`src/rtl/cr_kme_stall_tx_if.sv`:
```
// Command and stall-FIFO write-side bundle for cr_kme_stall_tx.
// Optional parity signals exist only when CR_KME_STALL_TX_PARITY_EN is defined.
interface cr_kme_stall_tx_if #(
  parameter int unsigned DATA_SIZE = 8,
  parameter int unsigned NUM_BEATS = 4,
  parameter int unsigned LEN_W     = 2
);
  logic                           cmd_valid;
  logic                           cmd_ready;
  logic [DATA_SIZE*NUM_BEATS-1:0] cmd_data;
  logic [LEN_W-1:0]               cmd_len;
  logic                           fifo_in_stall;
  logic [DATA_SIZE-1:0]           fifo_in;
  logic                           fifo_in_valid;
  logic                           fifo_in_sop;
  logic                           fifo_in_eop;
`ifdef CR_KME_STALL_TX_PARITY_EN
  logic                           cmd_par_chk;
  logic                           fifo_in_par;

  modport master (
    output cmd_valid, cmd_data, cmd_len, fifo_in_stall, cmd_par_chk,
    input  cmd_ready, fifo_in, fifo_in_valid, fifo_in_sop, fifo_in_eop, fifo_in_par
  );
  modport slave (
    input  cmd_valid, cmd_data, cmd_len, fifo_in_stall, cmd_par_chk,
    output cmd_ready, fifo_in, fifo_in_valid, fifo_in_sop, fifo_in_eop, fifo_in_par
  );
`else
  modport master (
    output cmd_valid, cmd_data, cmd_len, fifo_in_stall,
    input  cmd_ready, fifo_in, fifo_in_valid, fifo_in_sop, fifo_in_eop
  );
  modport slave (
    input  cmd_valid, cmd_data, cmd_len, fifo_in_stall,
    output cmd_ready, fifo_in, fifo_in_valid, fifo_in_sop, fifo_in_eop
  );
`endif
endinterface

```
`src/rtl/cr_kme_stall_tx.sv`:
```
// Serialises one wide command into DATA_SIZE-bit beats for a stall-protocol FIFO.
// Optional parity feature: define CR_KME_STALL_TX_PARITY_EN.
module cr_kme_stall_tx #(
  parameter int unsigned DATA_SIZE = 8,
  parameter int unsigned NUM_BEATS = 4,
  parameter int unsigned LEN_W     = 2,
  parameter int unsigned CNT_W     = 16
) (
  input  logic                 clk,
  input  logic                 rst,
  cr_kme_stall_tx_if.slave     tx,
  input  logic                 fifo_overflow,
  output logic                 busy,
  output logic                 err_len,
  output logic                 err_ovf,
`ifdef CR_KME_STALL_TX_PARITY_EN
  output logic                 err_par,
`endif
  output logic [CNT_W-1:0]     beats_sent
);

  localparam int unsigned W = DATA_SIZE * NUM_BEATS;
  localparam logic [LEN_W-1:0] MaxLen = LEN_W'(NUM_BEATS - 1);

  typedef enum logic {StIdle, StSend} state_e;

  state_e           state_q;
  logic [W-1:0]     shreg_q;
  logic [LEN_W-1:0] cnt_q;
  logic             first_q;
  logic             ready_q;
  logic             beat;

  // Write strobe follows stall combinationally so no beat is issued into a full FIFO.
  assign beat             = (state_q == StSend) && !tx.fifo_in_stall;
  assign tx.fifo_in_valid = beat;
  assign tx.fifo_in_sop   = beat && first_q;
  assign tx.fifo_in_eop   = beat && (cnt_q == '0);
  assign tx.fifo_in       = shreg_q[DATA_SIZE-1:0];
  assign tx.cmd_ready     = ready_q;
`ifdef CR_KME_STALL_TX_PARITY_EN
  assign tx.fifo_in_par   = ^shreg_q[DATA_SIZE-1:0];
`endif

  always_ff @(posedge clk or posedge rst) begin
    if (rst) begin
      state_q    <= StIdle;
      shreg_q    <= '0;
      cnt_q      <= '0;
      first_q    <= 1'b0;
      ready_q    <= 1'b1;
      busy       <= 1'b0;
      err_len    <= 1'b0;
      err_ovf    <= 1'b0;
      beats_sent <= '0;
`ifdef CR_KME_STALL_TX_PARITY_EN
      err_par    <= 1'b0;
`endif
    end else begin
      if (fifo_overflow) begin
        err_ovf <= 1'b1;
      end
      if (beat) begin
        beats_sent <= beats_sent + CNT_W'(1);
      end
      case (state_q)
        StIdle: begin
          if (tx.cmd_valid && ready_q) begin
            shreg_q <= tx.cmd_data;
            first_q <= 1'b1;
            ready_q <= 1'b0;
            busy    <= 1'b1;
            state_q <= StSend;
            // Over-long commands are truncated to the beats the payload can hold.
            if (tx.cmd_len > MaxLen) begin
              cnt_q   <= MaxLen;
              err_len <= 1'b1;
            end else begin
              cnt_q <= tx.cmd_len;
            end
`ifdef CR_KME_STALL_TX_PARITY_EN
            if ((^tx.cmd_data) != tx.cmd_par_chk) begin
              err_par <= 1'b1;
            end
`endif
          end
        end
        StSend: begin
          if (beat) begin
            shreg_q <= shreg_q >> DATA_SIZE;
            first_q <= 1'b0;
            if (cnt_q == '0) begin
              state_q <= StIdle;
              ready_q <= 1'b1;
              busy    <= 1'b0;
            end else begin
              cnt_q <= cnt_q - LEN_W'(1);
            end
          end
        end
        default: state_q <= StIdle;
      endcase
    end
  end

endmodule
```
`src/flat_wrapper.sv`:
```
// flat-port wrapper written by rule: the top's interface ports become plain ports
module cr_kme_stall_tx_flat 
#(
  parameter int unsigned DATA_SIZE = 8,
  parameter int unsigned NUM_BEATS = 4,
  parameter int unsigned LEN_W     = 2,
  parameter int unsigned CNT_W     = 16
)
  (clk, rst, fifo_overflow, busy, err_len, err_ovf, beats_sent, tx_cmd_valid, tx_cmd_data, tx_cmd_len, tx_fifo_in_stall, tx_cmd_ready, tx_fifo_in, tx_fifo_in_valid, tx_fifo_in_sop, tx_fifo_in_eop);
  cr_kme_stall_tx_if #(.DATA_SIZE(DATA_SIZE), .NUM_BEATS(NUM_BEATS), .LEN_W(LEN_W)) tx_i ();
  input  logic clk;
  input  logic rst;
  input  logic fifo_overflow;
  output logic busy;
  output logic err_len;
  output logic err_ovf;
  output logic [CNT_W-1:0] beats_sent;
  input wire logic [$bits(tx_i.cmd_valid)-1:0] tx_cmd_valid;
  input wire logic [$bits(tx_i.cmd_data)-1:0] tx_cmd_data;
  input wire logic [$bits(tx_i.cmd_len)-1:0] tx_cmd_len;
  input wire logic [$bits(tx_i.fifo_in_stall)-1:0] tx_fifo_in_stall;
  output wire logic [$bits(tx_i.cmd_ready)-1:0] tx_cmd_ready;
  output wire logic [$bits(tx_i.fifo_in)-1:0] tx_fifo_in;
  output wire logic [$bits(tx_i.fifo_in_valid)-1:0] tx_fifo_in_valid;
  output wire logic [$bits(tx_i.fifo_in_sop)-1:0] tx_fifo_in_sop;
  output wire logic [$bits(tx_i.fifo_in_eop)-1:0] tx_fifo_in_eop;
  assign tx_i.cmd_valid = tx_cmd_valid;
  assign tx_i.cmd_data = tx_cmd_data;
  assign tx_i.cmd_len = tx_cmd_len;
  assign tx_i.fifo_in_stall = tx_fifo_in_stall;
  assign tx_cmd_ready = tx_i.cmd_ready;
  assign tx_fifo_in = tx_i.fifo_in;
  assign tx_fifo_in_valid = tx_i.fifo_in_valid;
  assign tx_fifo_in_sop = tx_i.fifo_in_sop;
  assign tx_fifo_in_eop = tx_i.fifo_in_eop;
  cr_kme_stall_tx #(.DATA_SIZE(DATA_SIZE), .NUM_BEATS(NUM_BEATS), .LEN_W(LEN_W), .CNT_W(CNT_W)) u_core (.clk(clk), .rst(rst), .tx(tx_i), .fifo_overflow(fifo_overflow), .busy(busy), .err_len(err_len), .err_ovf(err_ovf), .beats_sent(beats_sent));
endmodule
```
`config.mk`:
```
export PLATFORM = sky130hd
export DESIGN_NAME = cr_kme_stall_tx_flat
export DESIGN_NICKNAME = d
export VERILOG_FILES = /design/src/rtl/cr_kme_stall_tx_if.sv /design/src/rtl/cr_kme_stall_tx.sv /design/src/flat_wrapper.sv
export SDC_FILE = /design/constraint.sdc
export NUM_CORES = 1
export LEC_CHECK = 0
export CORE_ASPECT_RATIO = 0.5
export CORE_MARGIN = 4
export CORE_UTILIZATION = 35
export CTS_BUF_LIST = sky130_fd_sc_hd__clkbuf_8
export DETAILED_ROUTE_END_ITERATION = 10
export GPL_TIMING_DRIVEN = 0
export PLACE_DENSITY_LB_ADDON = 0.12
export SYNTH_ARGS = -nofsm -noshare
export SYNTH_HDL_FRONTEND = slang
export SYNTH_SLANG_ARGS = --single-unit
export TNS_END_PERCENT = 100
```
`constraint.sdc`:
```
create_clock -name clk -period 2.1 [get_ports clk]
set_input_delay 0.42 -clock clk [delete_from_list [all_inputs] [get_ports clk]]
set_output_delay 0.42 -clock clk [all_outputs]
set_load 0.1 [all_outputs]
```
# Yosys cells after proc, flatten, opt, wreduce, memory -nomap -nowiden

Cells that the tools add are included.
W data, S select, Z words.

Output and inout bits: 31
Input port bits: 39
Bits in registers: 56
Logic and storage cells: 49

Add/subtract/negate cells: 2
Multiplexer cells: 22
Order comparisons: 1
Equality and inequality tests: 4
Reductions and logical operators: 10
Bitwise logic cells: 1

Operators by type and width:

| operator                | number |
|---|---|
| $mux W32                | 2 |
| $pmux W32 S2            | 1 |
| $add A16 B1 Y16 const B | 1 |
| $mux W1                 | 10 |
| $reduce_and A3 Y1       | 3 |
| $mux W2                 | 4 |
| $pmux W1 S2             | 4 |
| $ne A2 B2 Y1 const B    | 3 |
| $logic_and A1 B1 Y1     | 4 |
| $pmux W2 S2             | 1 |
| $gt A2 B2 Y1 const B    | 1 |
| $logic_not A2 Y1        | 1 |
| $ne A2 B1 Y1 const B    | 1 |
| $reduce_and A2 Y1       | 1 |
| $sub A2 B1 Y2 const B   | 1 |
| $logic_not A1 Y1        | 1 |
| $not A1 Y1              | 1 |

# Longest topological paths before layout

Gate-level depths: netlist (run 1).

Depth after elaboration: 4
Mapped depth: 7
Gate-level depth less buffers: 6

# Worst setup path after synthesis (run 1)

Ideal clock, no wire load.

Kind: input to output
Start: input tx_fifo_in_stall
End: output tx_fifo_in_sop
Arrival time: 2188 ps
Required time: 1680 ps
Buffers on the path: 0
Cell stages on the path: 3
Slack: -508 ps
Path through: nand2b_1 -> inv_1 -> and2_1

Word-level cells in the longest chain between the ends: 3

RTL lines:

| what                       | line                  | text |
|---|---|---|
| start, declared            | flat_wrapper.sv:21    | `input wire logic [$bits(tx_i.fifo_in_stall)-1:0] tx_fifo_in_stall;` |
| $logic_not A1 Y1           | cr_kme_stall_tx.sv:35 | `assign beat = (state_q == StSend) && !tx.fifo_in_stall;` |
| $logic_and A1 B1 Y1        | cr_kme_stall_tx.sv:35 |  |
| named net tx_fifo_in_valid | flat_wrapper.sv:24    | `output wire logic [$bits(tx_i.fifo_in_valid)-1:0] tx_fifo_in_valid;` |
| $logic_and A1 B1 Y1        | cr_kme_stall_tx.sv:37 | `assign tx.fifo_in_sop = beat && first_q;` |
| end, declared              | flat_wrapper.sv:25    | `output wire logic [$bits(tx_i.fifo_in_sop)-1:0] tx_fifo_in_sop;` |

The timed path passes the listed nets, and every way through them passes these cells.

# Worst setup path in the final report (run 1)

Start: register u_core.beats_sent[1]
End: output beats_sent[1]

RTL lines:

| what                   | line                  | text |
|---|---|---|
| start, declared        | cr_kme_stall_tx.sv:19 | `output logic [CNT_W-1:0] beats_sent` |
| start signal, assigned | cr_kme_stall_tx.sv:64 | `beats_sent <= beats_sent + CNT_W'(1);` |
| end, declared          | flat_wrapper.sv:17    | `output logic [CNT_W-1:0] beats_sent;` |

No word-level cell between the ends.

==> metrics.txt, run 1 <==
status complete, no violations; Die ar. 0.00874 mm2; WP data required 1.68 ns; Final Max Slew Viols 0; DRC Markers 0; family with the most delay on the worst path buffers and inverters; H-tree depth 2; clk root buf clkbuf_8; first-pass GRT wire length 9350 um; Worst EP arrival 1.61 ns; cells after synthesis 248; Core Region 0.00686 mm2; IO Port Bufs 68; nets 367; Slew headroom 35.8%; reg-to-reg critical path startpoint u_core.state_q; Startpoint Class register; total stage count of the critical path 1; EDFF count, synth 0; Peak Freq 492 MHz; Num CTS Buffers 5; latest clock arrival within the worst-skew pair 0.31 ns; share of cells above drive strength 1 13.5%; GRT Total Usage 13.7%; cells on worst reg2reg path 6; post-synthesis cell type count 34; CTS clk-pin slew, worst paths 0.10 ns; Warnings, synthesis 0; critical path class reg -> out; num ports 70; total negative slack 0 ns; Die W 128 um; vias in the first global route 1976; DRT Wirelength 5560 um; RR Endpoint u_core.shreg_q[6]; Tmin final 2.03 ns; FF-to-FF setup slack 0.47 ns; Initial Util 36.9%; P&R area growth vs syn 35.3%; DP Wirelength 4130 um; Final Wtd Congestion 0.717; clk_skew 0.00848 ns; leak pwr 0.00166 uW; Via density 4.48; hold slack 0.442 ns; gr ovfl total 0; Worst path slowest cell dlygate4sd2_1; fin util 50.0%; commonest cells after routing, fill and taps aside 54 x nand2_1, 54 x dfrtp_1, 37 x clkdlybuf4s50_1, 25 x mux2i_1, 22 x o21ai_0; DR pass1 iterations 4; DRT iter0 DRCs 63; FP Rows 21; Hold WC Path Type in -> async; maxcap violations 0; pwr/cell area 513 mW/mm2; Setup crit end beats_sent[1]; via count 1879; deepest clock path buffer count 2; worst slew pin tran 0.967 ns; synthesized area per cell 10.2 um2; number of diodes 0; flops & latches, synth 55; Synth Net Count 289; CTS tree yes; crit end category primary output; RSZ-0062 raised after global routing no; ys async rst share 100%; initial antenna violation count 0; Peak VDD IR 310 uV; Routed Antenna Nets 0; clk sinks 55; CP Buf/Inv Count 1; DR WL/cell 13.3 um; register area share after synthesis 54.4%; Crit Path Max Fanout 5; die extent in y 68.2 um; worst setup path startpoint u_core.beats_sent[1]; worst-path cell chain dlygate4sd2_1; Fin. Hold Viols 0; final worst-path cycle share 96.7%; largest net degree at the start of global routing 36; Cell Area, Synth 0.00253 mm2; final setup fails 0; CP peak stage delay 0.88 ns; commonest register cell after synthesis dfrtp_1
==> power breakdown <==
part	switching [uW]	internal (uW)	total, uW
registers	0.000000105	1060	1060
logic	48.7	75.8	124
clock network	346	229	576
==> registers in the layout (all words and copies together), names as in the netlist <==
| name | cells |
|---|---|
| u_core.beats_sent | 16 |
| u_core.busy | 1 |
| u_core.cnt_q | 2 |
| u_core.err_ovf | 1 |
| u_core.first_q | 1 |
| u_core.shreg_q | 32 |
| u_core.state_q | 1 |
| u_core.tx.cmd_ready | 1 |
==> routing by layer <==
layer  up-vias  share of wire, %  track usage [%]
li1        964                 -                -
met1       871                48             17.7
met2        40                46             22.6
met3         4               5.0             4.83
met4         0              0.54             2.38
met5         -                 0                0
==> cells in the mapped netlist (2+ instances only) <==
| master | n | area (um2) |
|---|---|---|
| nor2_1 | 7 | 26.3 |
| o21ai_0 | 22 | 110 |
| inv_1 | 8 | 30.0 |
| buf_4 | 11 | 82.6 |
| clkbuf_1 | 2 | 7.51 |
| ha_1 | 2 | 25.0 |
| mux2i_1 | 25 | 250 |
| dfrtp_1 | 54 | 1350 |
| and3_1 | 2 | 12.5 |
| xor2_1 | 6 | 52.6 |
| nand2_1 | 55 | 206 |
| nand4_1 | 5 | 31.3 |
| buf_2 | 4 | 20.0 |
| xnor2_1 | 9 | 78.8 |
| o21ai_1 | 5 | 25.0 |
| nand3b_1 | 2 | 15.0 |
| nand3_1 | 11 | 55.1 |
| buf_6 | 2 | 22.5 |
==> area by class of cell <==
class,count,area (um2)
clock buffer,5,68.8
fill,659,3430
buffer,20,136
multi-input combinational,165,1000
inverter,8,37.5
clock inverter,3,16.3
timing repair buffer,71,674
tap,92,115
sequential,55,1380
==> what timing repair did <==
action                                  4_1_cts  5_1_grt
hold buffers                                  0        0
buffers inserted                              2        0
gates resized for setup                      45       11
gates cloned                                  0        0
endpoints found under the setup margin       30        9
pin swaps                                     0        0
==> how the worst min path moves through the flow <==
stage,from,end
final,rst,u_core.beats_sent[11]
after global routing,rst,u_core.err_ovf
after CTS,rst,u_core.beats_sent[11]
after detailed placement,u_core.err_ovf,u_core.err_ovf
after global placement,u_core.err_ovf,u_core.err_ovf
after floorplan,u_core.first_q,u_core.first_q
==> cell families (layout without fill, tap and decap cells) <==
logic type	count (synthesis)	after routing	synth area share, %
DFF	55	55	54.4
xor gates and xnor gates	15	15	5.19
buffers and inverters	28	107	6.57
adders and majority gates	2	2	0.988
AOI/OAI and AO/OA	30	30	6.08
and+or+nand+nor	92	92	16.7
muxes	25	25	9.88
other	1	1	0.148
==> metrics by stage <==
stage	area [um2]	setup slack, ns	total power, uW	cells
after floorplan	2550	-0.0627	1120	248
after global placement	3350	-0.918	1200	408
after detailed placement	3370	-0.917	1210	409
after CTS	3430	0.00687	1780	419
after global routing	3430	0.000263	1840	419
final	3430	0.0686	1760	419
No activity file was read; power rests on OpenSTA's default activity.
==> inputs of run 2 (changes only) <==
GPL_TIMING_DRIVEN = unset   (was 0)
==> metrics.txt, run 2 (same netlist as run 1, synthesis figures left out) <==
clk root buf clkbuf_8; Routed Antenna Nets 0 (unchanged); Pwr Total 1760 uW (-0.14%); DRT iter0 DRCs 84 (+33%); Hold-fix buffers, CTS 0 (unchanged); largest net degree at the start of global routing 49 (+36%); DRT Wirelength 5250 um (-5.5%); WP data required 1.68 ns (about the same); fillers 642 (-2.6%); maxcap violations 0 (unchanged); crit end category primary output; pwr/cell area 519 mW/mm2 (+1.1%); P&R area growth vs syn 33.6%; GRT Total Usage 12.7% (-0.91 points); share of cells above drive strength 1 18.5% (+5.0 points); clk_skew 0.00882 ns (+0.000336 ns); CTS clk-pin slew, worst paths 0.09 ns (about the same); DP Wirelength 4000 um (-3.2%); via count 1854 (-1.3%); Num CTS Buffers 5 (unchanged); setup bufs post-CTS 0 (-2); num ports 70 (unchanged); clk sinks 55 (unchanged); gr ovfl total 0 (unchanged); latest clock arrival within the worst-skew pair 0.31 ns (about the same); Via density 4.57 (+1.8%); Startpoint Class input port; Final Max Slew Viols 0 (unchanged); CTS tree yes; Fin. Hold Viols 0 (unchanged); DP Cell Count 398 (-2.7%); Worst EP arrival 1.54 ns (-0.07 ns); Tmin final 1.96 ns (-0.0677 ns); fin util 49.4% (-0.60 points); Peak VDD IR 238 uV (-23%); DR pass1 iterations 4 (unchanged); Largest Register u_core.shreg_q; die extent in y 68.2 um (unchanged); commonest cells after routing, fill and taps aside 54 x nand2_1, 53 x dfrtp_1, 38 x clkdlybuf4s50_1, 33 x buf_4, 25 x mux2i_1; H-tree depth 2 (unchanged); Crit Path Max Fanout 3 (-2); Top Registers u_core.shreg_q x32, u_core.beats_sent x16, u_core.cnt_q x2; final setup fails 0 (unchanged); initial antenna violation count 0 (unchanged); nets 354 (-3.5%); first-pass GRT wire length 8690 um (-7.0%); Finished Layout Cells 406 (-3.1%); IO Port Bufs 68 (unchanged); status complete, no violations; vias in the first global route 1913 (-3.2%); Largest register FFs 32 (unchanged); Initial Util 36.9% (unchanged); RSZ-0062 raised after global routing no; critical path class in -> out; number of diodes 0 (unchanged); area of the multi-input gates 1000 um2 (unchanged); DR WL/cell 12.9 um (-2.5%); DRC Markers 0 (unchanged); commonest non-fill, non-tap cell in the layout nand2_1; Final Wtd Congestion 0.794 (+11%); Post-CTS Resized 0 (-100%); final worst-path cycle share 93.5% (-3.2 points); FP Rows 21 (unchanged); leak pwr 0.00158 uW (-4.6%); Hold WC Path Type in -> async; Die ar. 0.00874 mm2 (unchanged); deepest clock path buffer count 2 (unchanged); Die W 128 um (unchanged); Reg area 0.00138 mm2 (about the same); Peak Freq 509 MHz (+3.4%); Core Region 0.00686 mm2 (unchanged)
run 2: cell count changes in the layout (fill, tap and decap cells not counted), sizes merged:
cell           before  now
clkbuf             11    5
clkdlybuf4s50      37   38
dlygate4sd2        19    0
buf                22   40
clkdlybuf4s15       7    0
run 2: stage by stage:
step	TNS, ns	setup WS [ns]	instance area (um2)	hold WS (ns)
after floorplan	-0.0627	-0.0627	2550	0.439
after global placement	0	0.131	3300	0.451
after detailed placement	0	0.0952	3300	0.464
after CTS	0	0.129	3380	0.421
after global routing	0	0.0829	3380	0.452
final	0	0.136	3380	0.423
run 2: path summary, 6_finish.rpt:
kind | start | to | slack (ns) | depth (start not counted)
min | rst | u_core.err_ovf | 0.42 | 2
min reg2reg | u_core.first_q | u_core.first_q | 0.48 | 2
max in group asynchronous | rst | u_core.tx.cmd_ready | 1.16 | 3
max reg2reg | u_core.state_q | u_core.shreg_q[31] | 0.57 | 5
min in group clk | u_core.first_q | u_core.first_q | 0.48 | 2
max | tx_fifo_in_stall | tx_fifo_in_sop | 0.14 | 5
run 2: per-layer routing:
metal / vias to the layer above / GRT usage [%] / share of wire, %
met5: - / 0 / 0
met4: 0 / 4.76 / 1.2
met3: 5 / 4.44 / 5.9
met2: 43 / 20.6 / 45
met1: 867 / 16.0 / 48
li1: 939 / - / -
run 2: layout make-up:
type	count	area share, %
multi-input cells	165	29.5
repair buffers	78	22.7
clock buffers	5	2.03
inverters	8	1.11
well taps	92	3.40
flip-flops and latches	55	40.7
clock inverters	3	0.481
run 2: critical path: stages:
cell	delay (ns)
clkdlybuf4s50_1	0.49
nand2b_4	0.15
clkinvlp_4	0.10
and2_2	0.21
buf_12	0.16
run 2: power breakdown:
| part | switching (uW) | internal (uW) |
|---|---|---|
| clock network | 340 | 229 |
| registers | 0.0000000944 | 1060 |
| logic | 49.0 | 80.0 |
| total | 388 | 1370 |
==> inputs of run 3 (changes only) <==
CAP_MARGIN = 20   (was unset)
CORE_ASPECT_RATIO = 0.8   (was 0.5)
clock period = 2.4 ns   (was 2.1 ns; I/O delays follow)
==> metrics.txt, run 3 (same netlist as run 1, synthesis figures left out) <==
share of cells above drive strength 1 16.7% (-1.8 points); status complete, no violations; Setup crit end tx_fifo_in_sop; P&R area growth vs syn 31.6%; Final Cell Area 0.00333 mm2 (-1.6%); GR met1 Demand/Resource 19.1% (+3.1 points); Post-CTS Resized 0 (unchanged); Hold WC Path Type reg -> reg; DP Cell Count 390 (-2.0%); gr ovfl total 0 (unchanged); commonest non-fill, non-tap cell in the layout nand2_1; DRT iter0 DRCs 82 (-2.4%); deepest clock path buffer count 2 (unchanged); reg-to-reg critical path startpoint u_core.state_q; combinational power share 6.8% (-0.5 points); pwr/cell area 476 mW/mm2 (-8.2%); DRT Wirelength 5330 um (+1.5%); Pwr Total 1590 uW (-9.6%); Peak VDD IR 179 uV (-25%); clk root buf clkbuf_8; Peak Freq 457 MHz; cells on worst reg2reg path 6 (+1); clk sinks 55 (unchanged); Die W 103 um (-20%); M2 GR Usage 18.3% (-2.2 points); RR Endpoint u_core.shreg_q[1]; switching power 336 uW (-14%); GRT Total Usage 13.0% (+0.27 points); CTS tree yes; Initial Util 36.4% (-0.54 points); Final Max Slew Viols 0 (unchanged); Crit Path Max Fanout 5 (+2); IO Port Bufs 68 (unchanged); Core Region 0.00696 mm2 (+1.5%); latest clock arrival within the worst-skew pair 0.30 ns (about the same); die extent in y 84.1 um (+23%); Finished Layout Cells 398 (-2.0%); commonest cells after routing, fill and taps aside 55 x nand2_1, 53 x dfrtp_1, 38 x clkdlybuf4s50_1, 32 x buf_4, 25 x mux2i_1; final worst-path cycle share 91.2%; leak pwr 0.00157 uW (-0.52%); Fin. Hold Viols 0 (unchanged); total negative slack 0 ns (unchanged); number of diodes 0 (unchanged); Final Wtd Congestion 0.719 (-9.5%); GR Layer Usage met3 3.76% (-0.68 points); clk_skew 0.00683 ns (-0.00198 ns); RSZ-0062 raised after global routing no; Clock Power Share 34.9% (+2.5 points); Largest Register u_core.shreg_q; Internal 1250 uW (-8.5%); FF-to-FF setup slack 0.73 ns (+0.16 ns); Worst EP arrival 1.71 ns (+0.17 ns); Die ar. 0.00867 mm2 (-0.85%); nets 351 (-0.85%); fin util 47.9% (-1.5 points); critical path class in -> out; largest net degree at the start of global routing 56 (+14%); num ports 70 (unchanged); FP Rows 27 (+29%); H-tree depth 2 (unchanged); Seq pwr share 58.3% (-2.0 points); WP data required 1.92 ns (+0.24 ns); worst setup path startpoint tx_fifo_in_stall; Startpoint Class input port; Switching Share 21.2% (-0.97 points); maxcap violations 0 (unchanged); Tmin final 2.19 ns; DR pass1 iterations 4 (unchanged); Top Registers u_core.shreg_q x32, u_core.beats_sent x16, u_core.cnt_q x2; CTS clk-pin slew, worst paths 0.09 ns (about the same); crit end category primary output; Hold-fix buffers, CTS 0 (unchanged); Largest register FFs 32 (unchanged); Routed Antenna Nets 0 (unchanged); final setup fails 0 (unchanged); Placed Area 0.00323 mm2 (-2.0%); Num CTS Buffers 5 (unchanged); Via density 4.51 (-1.2%); DR WL/cell 13.4 um (+3.5%); first-pass GRT wire length 8900 um (+2.4%); initial antenna violation count 0 (unchanged); vias in the first global route 1895 (-0.94%); DRC Markers 0 (unchanged); Top Usage Layer GRT met1; setup bufs post-CTS 0 (unchanged); DP Wirelength 3740 um (-6.3%); via count 1795 (-3.2%)
-- run 3: cell types whose count changed in the layout (fill, tap and decap cells not counted), sizes merged --
cell and change:
clkinv -1, clkinvlp -2, clkbuf +2, inv +1, buf -3
-- run 3: layout make-up --
type                       count  area (um2)
clock buffer                   7        96.3
clock inverter                 1        3.75
fill                         666        3630
inverter                       8        33.8
multi-input combinational    165         990
sequential                    55        1380
tap                           87         109
timing repair buffer          75         721
-- run 3: how the worst min path moves through the flow --
| stage | startpoint | endpoint | slack (ns) | cells past startpoint |
|---|---|---|---|---|
| 6_report | u_core.beats_sent[15] | u_core.beats_sent[15] | 0.48 | 1 |
| 5_1_grt | u_core.first_q | u_core.first_q | 0.49 | 2 |
| 4_1_cts | u_core.first_q | u_core.first_q | 0.48 | 2 |
| 3_5_place_dp | u_core.first_q | u_core.first_q | 0.46 | 2 |
| 3_3_place_gp | u_core.err_ovf | u_core.err_ovf | 0.45 | 1 |
| 2_1_floorplan | u_core.first_q | u_core.first_q | 0.44 | 2 |
-- run 3: critical path: stages --
cell,delay [ns]
clkdlybuf4s50_1,0.54
nand2b_1,0.20
clkinvlp_4,0.11
and2_2,0.21
buf_12,0.16
-- run 3: layer usage --
metal	wire [um]	vias to the layer above
met5	0	-
met4	71	0
met3	321	7
met2	2120	45
met1	2810	807
li1	-	936
-- run 3: power groups by stage --
| stage | registers (uW) | clock network [uW] | logic [uW] |
|---|---|---|---|
| floorplan | 944 | 0 | 34.5 |
| global placement | 944 | 0 | 110 |
| detailed placement | 944 | 0 | 110 |
| CTS | 926 | 578 | 111 |
| global route | 926 | 604 | 119 |
| finish | 926 | 553 | 108 |
-- run 3: stage by stage --
stage / hold WS (ns) / setup WS, ns
after CTS: 0.484 / 0.201
after detailed placement: 0.460 / 0.214
after global placement: 0.451 / 0.210
after global routing: 0.494 / 0.144
after floorplan: 0.439 / 0.0475
final: 0.479 / 0.211
